===== src/rtl/ack_bus_rr_scheduler.sv =====
// Round-robin arbiter for the shared ack bus (mem/sha/aes/ctrl) with a turnaround
// cycle between grants and a watchdog that reclaims the bus from a hung grantee.
module ack_bus_rr_scheduler #(
  parameter int unsigned TIMEOUT_W = 8,
  parameter int unsigned TIMEOUT   = 200
) (
  input  logic       clk,
  input  logic       rst_n,
  input  logic       req_mem,
  input  logic       req_sha,
  input  logic       req_aes,
  input  logic       req_ctrl,
  input  logic       ack_done,
  output logic       ack_ready_to_mem,
  output logic       ack_ready_to_sha,
  output logic       ack_ready_to_aes,
  output logic       ack_ready_to_ctrl,
  output logic [1:0] winner_source_id,
  output logic       grant_valid,
  output logic       timeout_err
);

  typedef enum logic [1:0] {IDLE, GRANT, TURN} state_t;

  state_t               state, state_nxt;
  logic [3:0]           req;
  logic [3:0]           grant, grant_nxt;
  logic [1:0]           id_q, id_nxt;
  logic                 valid_q, valid_nxt;
  logic [1:0]           rr_ptr, rr_ptr_nxt;
  logic [TIMEOUT_W-1:0] wdog, wdog_nxt;
  logic                 tout_q, tout_nxt;
  logic [1:0]           pick_id;
  logic                 pick_ok;
  logic [1:0]           scan_idx;
  logic                 wdog_last;

  assign req       = {req_ctrl, req_aes, req_sha, req_mem};
  assign wdog_last = (wdog == TIMEOUT_W'(TIMEOUT - 1));

  // First asserted request scanning upward from rr_ptr, wrapping mod 4.
  always_comb begin
    pick_ok  = 1'b0;
    pick_id  = rr_ptr;
    scan_idx = rr_ptr;
    for (int unsigned i = 0; i < 4; i++) begin
      scan_idx = rr_ptr + 2'(i);
      if (!pick_ok && req[scan_idx]) begin
        pick_ok = 1'b1;
        pick_id = scan_idx;
      end
    end
  end

  always_comb begin
    state_nxt  = state;
    grant_nxt  = grant;
    id_nxt     = id_q;
    valid_nxt  = valid_q;
    rr_ptr_nxt = rr_ptr;
    wdog_nxt   = wdog;
    tout_nxt   = 1'b0;
    unique case (state)
      IDLE: begin
        if (pick_ok) begin
          state_nxt = GRANT;
          grant_nxt = 4'b0001 << pick_id;
          id_nxt    = pick_id;
          valid_nxt = 1'b1;
          wdog_nxt  = '0;
        end
      end
      GRANT: begin
        // id_q holds the winner for the whole grant; ack_done outranks the other exits.
        if (ack_done || !req[id_q] || wdog_last) begin
          state_nxt  = TURN;
          grant_nxt  = '0;
          id_nxt     = 2'b11;
          valid_nxt  = 1'b0;
          rr_ptr_nxt = id_q + 2'd1;
          wdog_nxt   = '0;
          tout_nxt   = !ack_done && req[id_q];
        end else begin
          wdog_nxt = wdog + 1'b1;
        end
      end
      TURN: begin
        state_nxt = IDLE;
        wdog_nxt  = '0;
      end
      default: begin
        state_nxt = IDLE;
        grant_nxt = '0;
        id_nxt    = 2'b11;
        valid_nxt = 1'b0;
        wdog_nxt  = '0;
      end
    endcase
  end

  always_ff @(posedge clk or negedge rst_n) begin
    if (!rst_n) begin
      state   <= IDLE;
      grant   <= '0;
      id_q    <= 2'b11;
      valid_q <= 1'b0;
      rr_ptr  <= '0;
      wdog    <= '0;
      tout_q  <= 1'b0;
    end else begin
      state   <= state_nxt;
      grant   <= grant_nxt;
      id_q    <= id_nxt;
      valid_q <= valid_nxt;
      rr_ptr  <= rr_ptr_nxt;
      wdog    <= wdog_nxt;
      tout_q  <= tout_nxt;
    end
  end

  assign ack_ready_to_mem  = grant[0];
  assign ack_ready_to_sha  = grant[1];
  assign ack_ready_to_aes  = grant[2];
  assign ack_ready_to_ctrl = grant[3];
  assign winner_source_id  = id_q;
  assign grant_valid       = valid_q;
  assign timeout_err       = tout_q;

endmodule

===== config.mk =====
export PLATFORM = sky130hd
export DESIGN_NAME = ack_bus_rr_scheduler
export DESIGN_NICKNAME = d
export VERILOG_FILES = /design/src/rtl/ack_bus_rr_scheduler.sv
export SDC_FILE = /design/constraint.sdc
export NUM_CORES = 1
export LEC_CHECK = 0
export CORE_ASPECT_RATIO = 0.6
export CORE_UTILIZATION = 30
export DETAILED_ROUTE_END_ITERATION = 7
export GPL_ROUTABILITY_DRIVEN = 0
export SLEW_MARGIN = 20
export SYNTH_ARGS = -nofsm -noshare
export SYNTH_HDL_FRONTEND = slang
export SYNTH_SLANG_ARGS = --single-unit

===== constraint.sdc =====
create_clock -name clk -period 2.45 [get_ports clk]
set_input_delay 0.49 -clock clk [delete_from_list [all_inputs] [get_ports clk]]
set_output_delay 0.49 -clock clk [all_outputs]
set_load 0.01 [all_outputs]

* Word level (Yosys, flattened, before mapping)
Index checks and enable logic that the tools add are counted.
** Operators by class
- Shift operators :: 1
- Equal/unequal tests :: 5
- $lt $le $gt $ge :: 5
- Add/sub/neg operators :: 5
- Reductions and logical operators :: 15
- Bitwise gates (word level) :: 1
- Mux-type cells :: 34
** Operators by type and width (count)
- $mux 8 :: 2
- $pmux 8 s2 :: 1
- $lt 2x3->1 const B :: 5
- $mux 2 :: 7
- $mux 1 :: 13
- $pmux 4 s3 :: 1
- $bmux 1 s2 :: 5
- $add 8x1->8 const B :: 1
- $eq 8x8->1 const B :: 1
- $mux 4 :: 2
- $pmux 2 s3 :: 1
- $logic_not 1->1 :: 5
- $add 2x1->2 const B :: 2
- $add 2x2->2 const B :: 2
- $logic_and 1x1->1 :: 4
- $ne 2x2->1 const B :: 2
- $pmux 2 s2 :: 1
- $reduce_and 2->1 :: 2
- $shl 1x2->4 const A :: 1
- $pmux 1 s3 :: 1
- $reduce_and 3->1 :: 1
- $eq 2x1->1 const B :: 1
- $eq 2x2->1 const B :: 1
- $logic_not 2->1 :: 1
- 2 further kinds :: 3
** Storage, ports and cells
- Input bits :: 7
- Register bits after elaboration :: 20
- Word-level logic and storage cells :: 73
- Output and inout port bits :: 8

* Longest topological paths before layout
Gate-level depths: netlist (run 1).
- Depth after elaboration :: 15
- Depth in mapped cells :: 5
- Depth with buffers taken out :: 5

* Least setup slack after synthesis (run 1)
Ideal clock, no wire load.
- Path kind :: flip-flop to flip-flop
- Start point :: register wdog[0]
- End point :: register rr_ptr[1]
- Buffers on the path :: 0
- Path slack :: 0.829 ns
- Stages on the path, launching flop included :: 6
- Clock period less this slack :: 1.621 ns
- Setup time :: 0.125 ns
- Required time :: 2.325 ns
- Data arrival time :: 1.497 ns
- Cells stage by stage :: dfrtp_1 -> ha_1 -> and4b_1 -> nand3_1 -> a21oi_2 -> mux2_2
** On the way
- Cells in the longest elaborated chain, start to end :: 3
** RTL lines
- start, declared :: line 31 : logic [TIMEOUT_W-1:0] wdog, wdog_nxt;
- start signal, assigned :: line 116 : wdog <= wdog_nxt;
- $eq 8x8->1 :: line 39 : assign wdog_last = (wdog == TIMEOUT_W'(TIMEOUT - 1));
- $logic_or 1x1->1 :: line 75 : if (ack_done || !req[id_q] || wdog_last) begin
- $reduce_and 2->1 (no source line)
- end signal, assigned :: line 115 : rr_ptr <= rr_ptr_nxt;
- end, declared :: line 30 : logic [1:0] rr_ptr, rr_ptr_nxt;
No other way between the ends.
A chain may end at the register's enable or synchronous reset.

* Final worst setup path (run 1)
- Start point :: input req_ctrl
- End point :: register wdog[4]
** On the way
- Cells in the longest elaborated chain, start to end :: 13
- Elaborated cells between the ends (all ways) :: 26
- Those cells by class :: 1 x eq/ne; 16 x mux; 9 x reduce/logical
** RTL lines
- start, declared :: line 12 : input logic req_ctrl,
- $bmux 1 s2 :: line 48 : if (!pick_ok && req[scan_idx]) begin
- $mux 1 (implied by the code) :: line 48
- $mux 1 :: line 48
- $logic_not 1->1 :: line 48
- $logic_and 1x1->1 :: line 48
- $mux 1 :: line 48
- $logic_not 1->1 :: line 48
- $logic_and 1x1->1 :: line 48
- $mux 1 :: line 48
- $logic_not 1->1 :: line 48
- $logic_and 1x1->1 :: line 48
- $mux 1 :: line 48
- $ne 2x2->1 (no source line)
Several ways; a longest one is shown, not always the timed one. The select of a mux whose other input is x is not followed.

==> results.cfg, run 1 <==
[outcome]
status = finished, final reports clean

[timing]
rsz0062_at_grt = false
worstMarginPinSlew_ps = 462
slew_headroom = 0.689
hold_violations = 0
period_needed_ps = 1950
fmax_ghz = 0.512
holdWs_ps = 532
finalSetupTns_ps = 0
finalCritPeriodShare = 0.797
drv_slew = 0
setup_viol_count_final = 0
fin_worst_skew_ps = 6.34

[floorplanning]
die_area_um2 = 4030
core-area_um2 = 3420
start_util = 0.330
die_h_um = 49.6
dieWidth_um = 81.3
io_pins = 15
num_rows = 16

[route]
wl_per_cell_um = 14.8
num_vias = 885
ant_nets = 0
route.detailed.drc = 0
routed_wl_um = 2530
vias_per_cell = 5.18
drt_iter0_markers = 89
first_pass_iters = 4

[logic_synthesis]
ys.flop_type = dfrtp_1
synth_area_um2 = 1130
yosys_warnings = 0
synth_top_family_by_area = simple AND/OR/NAND/NOR gates
yosysSeqAreaShare = 0.445
synth_edf_count = 0
synth_xor_area_frac = 0.00774
synthMuxAreaShare = 0.0365
synth-seq-cells = 20
synthArstFlopShare = 1.00
avgSynthCellArea_um2 = 10.6
synth_cells = 107
synth_fa_ha_area_frac = 0.0111
synth_cell_types = 45
synth_compound_area_frac = 0.227
synthesis.nets = 115
synth-simple-area-share = 0.240

[worst_setup_path]
cp.required_ps = 2650
crit_path_start_kind = primary input
cp_max_fo = 8
critical_path.max_stage_delay_ps = 560
crit_type = primary input to register
cp_data_arrival_time_ps = 2150
crit_family = simple AND/OR/NAND/NOR gates
critPathCaptureType = register
path_cells = clkdlybuf4s50_1 > nor4_4 > nor3b_4 > a31o_1 > a22o_1
critPathSlowestCell = clkdlybuf4s50_1
critPathBufInv = 1

[clock_network]
cts_sinks = 20
cts_tree = yes
cts_setup_buffers = 0
clk_latency_ps = 260
cts_max_level = 1
holdBufCountCts = 0
root_buffer = clkbuf_8
cts.path.max_buffers = 2
cts_resized = 0
clk_pin_slew_ps = 80
cts_buffers = 3

[global_routing]
grt_use_met3 = 0.0444
met1_usage = 0.216
first_global_vias = 807
grt_usage = 0.141
met2_usage = 0.185
grt_pass1_wl_um = 4130
antenna_found_initial = 0
grt_busiest_layer = met1
grt_max_degree = 21
grt-ovfl-total = 0

[finish]
antenna-diode-count = 0
drive_gt1_frac = 0.175
fin_nets = 135
syn_to_final_growth_pct = 24.3
stdcell_count = 171

[power_and_ir_drop]
ir_worst_vdd_v = 0.000442
total_power_uw = 1440
leakage_uw = 0.000555
p_per_area_nw_per_um2 = 1020

[job]
maxCapViolCount = 0

[place]
placedCellCount = 167
hpwl_um = 1920
numPortBuffers = 14

[min_path]
min_path_type = register to register
## synth_stat cells (2+ instances only)
| master | instances | share of area |
|---|---|---|
| o22ai_1 | 4 | 0.022 |
| dfstp_2 | 2 | 0.046 |
| or3_2 | 2 | 0.013 |
| nand3_1 | 6 | 0.027 |
| a31oi_1 | 2 | 0.011 |
| mux2i_1 | 3 | 0.027 |
| nor3_1 | 2 | 0.0088 |
| nand2b_1 | 4 | 0.022 |
| nor2_1 | 5 | 0.017 |
| a22o_1 | 2 | 0.015 |
| nand4_1 | 2 | 0.011 |
| o2bb2ai_1 | 3 | 0.023 |
| inv_1 | 8 | 0.027 |
| nor2b_1 | 3 | 0.017 |
| nand2_1 | 7 | 0.023 |
| a2bb2oi_1 | 2 | 0.015 |
| dfrtp_1 | 18 | 0.40 |
| a31o_1 | 2 | 0.015 |
| o21ai_0 | 4 | 0.018 |
## cells by family (layout without fill, tap and decap cells)
group	count (synthesis)	in the layout
AO/OA/AOI/OAI	30	30
buffers and inverters	9	28
multiplexers	4	4
flip-flops	20	20
AND/OR/NAND/NOR	42	42
adder cells (fa/ha/maj)	1	1
XOR/XNOR	1	1
## stage by stage
step / area, um2 / worst slack, ps / utilization
after floorplan: 1130 / 829 / -
after global placement: 1340 / 324 / 0.390
after detailed placement: 1340 / 258 / 0.390
after CTS: 1410 / 512 / 0.411
after global routing: 1410 / 410 / 0.411
final: 1410 / 498 / 0.411
## final timing paths
kind,from,to,slack (ps),cells past startpoint
min in group asynchronous,rst_n,state[0],570,2
max,req_ctrl,wdog[4],500,5
min,grant[0],grant[0],530,2
max in group asynchronous,rst_n,winner_source_id[1],1610,2
min reg2reg,grant[0],grant[0],530,2
max reg2reg,wdog[0],rr_ptr[1],610,5
## registers in the layout, summed over array words and instances, names as in the netlist
register / flops
wdog: 8
grant: 4
rr_ptr: 2
state: 2
winner_source_id: 2
grant_valid: 1
timeout_err: 1
## routing by layer
metal / wire [um] / vias to the layer above
li1: - / 442
met1: 1380 / 424
met2: 1060 / 17
met3: 75 / 2
met4: 12 / 0
met5: 0 / -
## where the power goes
part	internal [uW]	switching [uW]	total, uW
Combinational	288	281	569
Sequential	430	111	541
Clock	218	111	329
Total	935	503	1440
## layout by cell type (no fill, tap or decap), types with 2 or more instances in the layout
cell type / n
dfrtp_1: 18
clkdlybuf4s50_1: 14
inv_1: 8
nand2_1: 7
nand3_1: 6
nor2_1: 5
nand2b_1: 4
o21ai_0: 4
o22ai_1: 4
mux2i_1: 3
nor2b_1: 3
o2bb2ai_1: 3
clkbuf_8: 3
a2bb2oi_1: 2
or3_2: 2
nor3_1: 2
nand4_1: 2
a31oi_1: 2
a31o_1: 2
a22o_1: 2
buf_4: 2
dfstp_2: 2
## final cells by class
cell class	instances	area [um2]
Clock buffer	3	41.3
Clock inverter	1	30.0
Fill cell	322	2020
Inverter	8	30.0
Multi-Input combinational cell	78	591
Sequential cell	20	503
Tap cell	45	56.3
Timing Repair Buffer	16	155
## worst reg2reg max path: stages, from the launching register on
cell and delay [ps]:
dfrtp_1 410, ha_1 260, and4b_1 310, nand3_1 140, a21oi_2 240, mux2_2 360
Note: power is estimated with default switching activity, not from simulation.
==> run 2: changes to the inputs <==
Clock period 2.45 ns to 1.9 ns, I/O delays scaled along.
==> run 2 against run 1 <==
Compared with the run above: total power grew 25%; global-route usage about the same; via count increased by 3.1%; non-clock buffer count grew 5; core utilization increased by 0.62 points; combinational power is 34% higher; clock skew shrank 2.1 ps.
==> results.cfg, run 2 (synthesis results as in run 1) <==
[worst_setup_path]
timing.rr.start = wdog[0]
path_cells = clkdlybuf4s50_1 > buf_4 > nor4_4 > nor3b_4 > a31o_1 > a22o_1
cp_num_cells = 6
critPathBufInv = 2
timing.rr.end = wdog[4]
crit_type = primary input to register
cp.required_ps = 2090
critical_path.max_stage_delay_ps = 440
critPathCaptureType = register
crit_path_start_kind = primary input
crit_family = simple AND/OR/NAND/NOR gates
cp_max_fo = 8
critPathSlowestCell = clkdlybuf4s50_1
cp_data_arrival_time_ps = 2030
r2r_cells = 5
r2r_slack_ps = 100
crit_start = req_sha
crit_path_end = wdog[4]

[finish]
post-route-util = 0.417
fillers = 331
top_regs = wdog x8, grant x4
largest_register_ff_count = 8
largest_register = wdog
design_area_um2 = 1430
final_cell_mix = dfrtp_1, clkdlybuf4s50_1, inv_1
fin_nets = 140
drive_gt1_frac = 0.206
syn_to_final_growth_pct = 26.2
final_common_cell = dfrtp_1
antenna-diode-count = 0

[timing]
fmax_ghz = 0.544
worstMarginPinSlew_ps = 442
period_needed_ps = 1840
finalCritPeriodShare = 0.967
setup_viol_count_final = 0
drv_slew = 0
holdWs_ps = 451
finalSetupTns_ps = 0
hold_violations = 0
fin_worst_skew_ps = 4.26
slew_headroom = 0.705
rsz0062_at_grt = false
finalWorstSetupSlack_ps = 62.3

[power_and_ir_drop]
leakage_uw = 0.000571
p_sw_frac = 0.364
pwr-share-clk = 0.182
combPwrFrac = 0.426
power.internal_uw = 1140
ir_worst_vdd_v = 0.000611
p_per_area_nw_per_um2 = 1260
seqPwrFrac = 0.393
p_switching_uw = 654

[route]
ant_nets = 0
first_pass_iters = 4
route.detailed.drc = 0
num_vias = 912
vias_per_cell = 5.18
routed_wl_um = 2600
drt_iter0_markers = 64
wl_per_cell_um = 14.8

[floorplanning]
core-area_um2 = 3420
die_area_um2 = 4030
die_h_um = 49.6
dieWidth_um = 81.3
num_rows = 16
io_pins = 15
start_util = 0.330

[job]
maxCapViolCount = 0

[clock_network]
root_buffer = clkbuf_8
cts_tree = yes
cts_setup_buffers = 0
holdBufCountCts = 0
cts_max_level = 1
cts_buffers = 3
clk_pin_slew_ps = 70
cts.path.max_buffers = 2
cts_resized = 0
clk_latency_ps = 260
cts_sinks = 20

[min_path]
min_path_type = primary input to async pin

[global_routing]
grt-ovfl-total = 0
grt_usage = 0.141
antenna_found_initial = 0
grt_max_degree = 21
first_global_vias = 863
grt_pass1_wl_um = 4140

[place]
placed_area_um2 = 1370
hpwl_um = 2000
numPortBuffers = 14
dp_worst_setup_slack_ps = -210

[outcome]
status = finished, final reports clean
## run 2: cell count changes in the layout (fill, tap and decap cells not counted)
cell / before / now
bufinv_16: 1 / 0
clkbuf_8: 3 / 4
buf_4: 2 / 7
## run 2: how the worst min path moves through the flow
stage / from / endpoint / slack (ps) / cells past startpoint
final: rst_n / rr_ptr[0] / 450 / 2
after global routing: rst_n / grant[2] / 470 / 2
after CTS: rst_n / rr_ptr[0] / 460 / 2
after detailed placement: grant[2] / grant[2] / 530 / 2
after global placement: grant[2] / grant[2] / 520 / 2
after floorplan: rst_n / grant[0] / 80 / 0
## run 2: area by class of cell
cell class,count,area (um2),area share
Multi-Input combinational cell,78,591,0.414
Inverter,8,30.0,0.0210
Clock buffer,4,55.1,0.0386
Timing Repair Buffer,21,193,0.135
Tap cell,45,56.3,0.0394
Sequential cell,20,503,0.352
## run 2: power by group through the flow
stage / logic, uW / clock network [uW] / registers [uW]
after floorplan: 449 / 0 / 700
after global placement: 752 / 0 / 704
after detailed placement: 768 / 0 / 710
after CTS: 770 / 336 / 704
after global routing: 834 / 359 / 728
final: 764 / 326 / 705
## run 2: through the flow
| stage | power (uW) | cells |
|---|---|---|
| 5_1_grt | 1920 | 176 |
| 4_1_cts | 1810 | 176 |
| 6_report | 1800 | 176 |
| 2_1_floorplan | 1150 | 107 |
| 3_5_place_dp | 1480 | 172 |
| 3_3_place_gp | 1460 | 172 |
## run 2: routing by layer
layer	part of all wire	track usage	routed length, um
met1	0.54	0.212	1410
met2	0.42	0.190	1090
met3	0.033	0.0444	85
met4	0.0050	0.0357	13
met5	0	0	0
## run 2: worst register-to-register path: cells and delay by family, from the launching register on
| kind | cells | cell delay, ps |
|---|---|---|
| AOI/OAI and AO/OA | 2 | 530 |
| DFF | 1 | 440 |
| adders and majority gates | 1 | 280 |
| and+or+nand+nor | 2 | 480 |
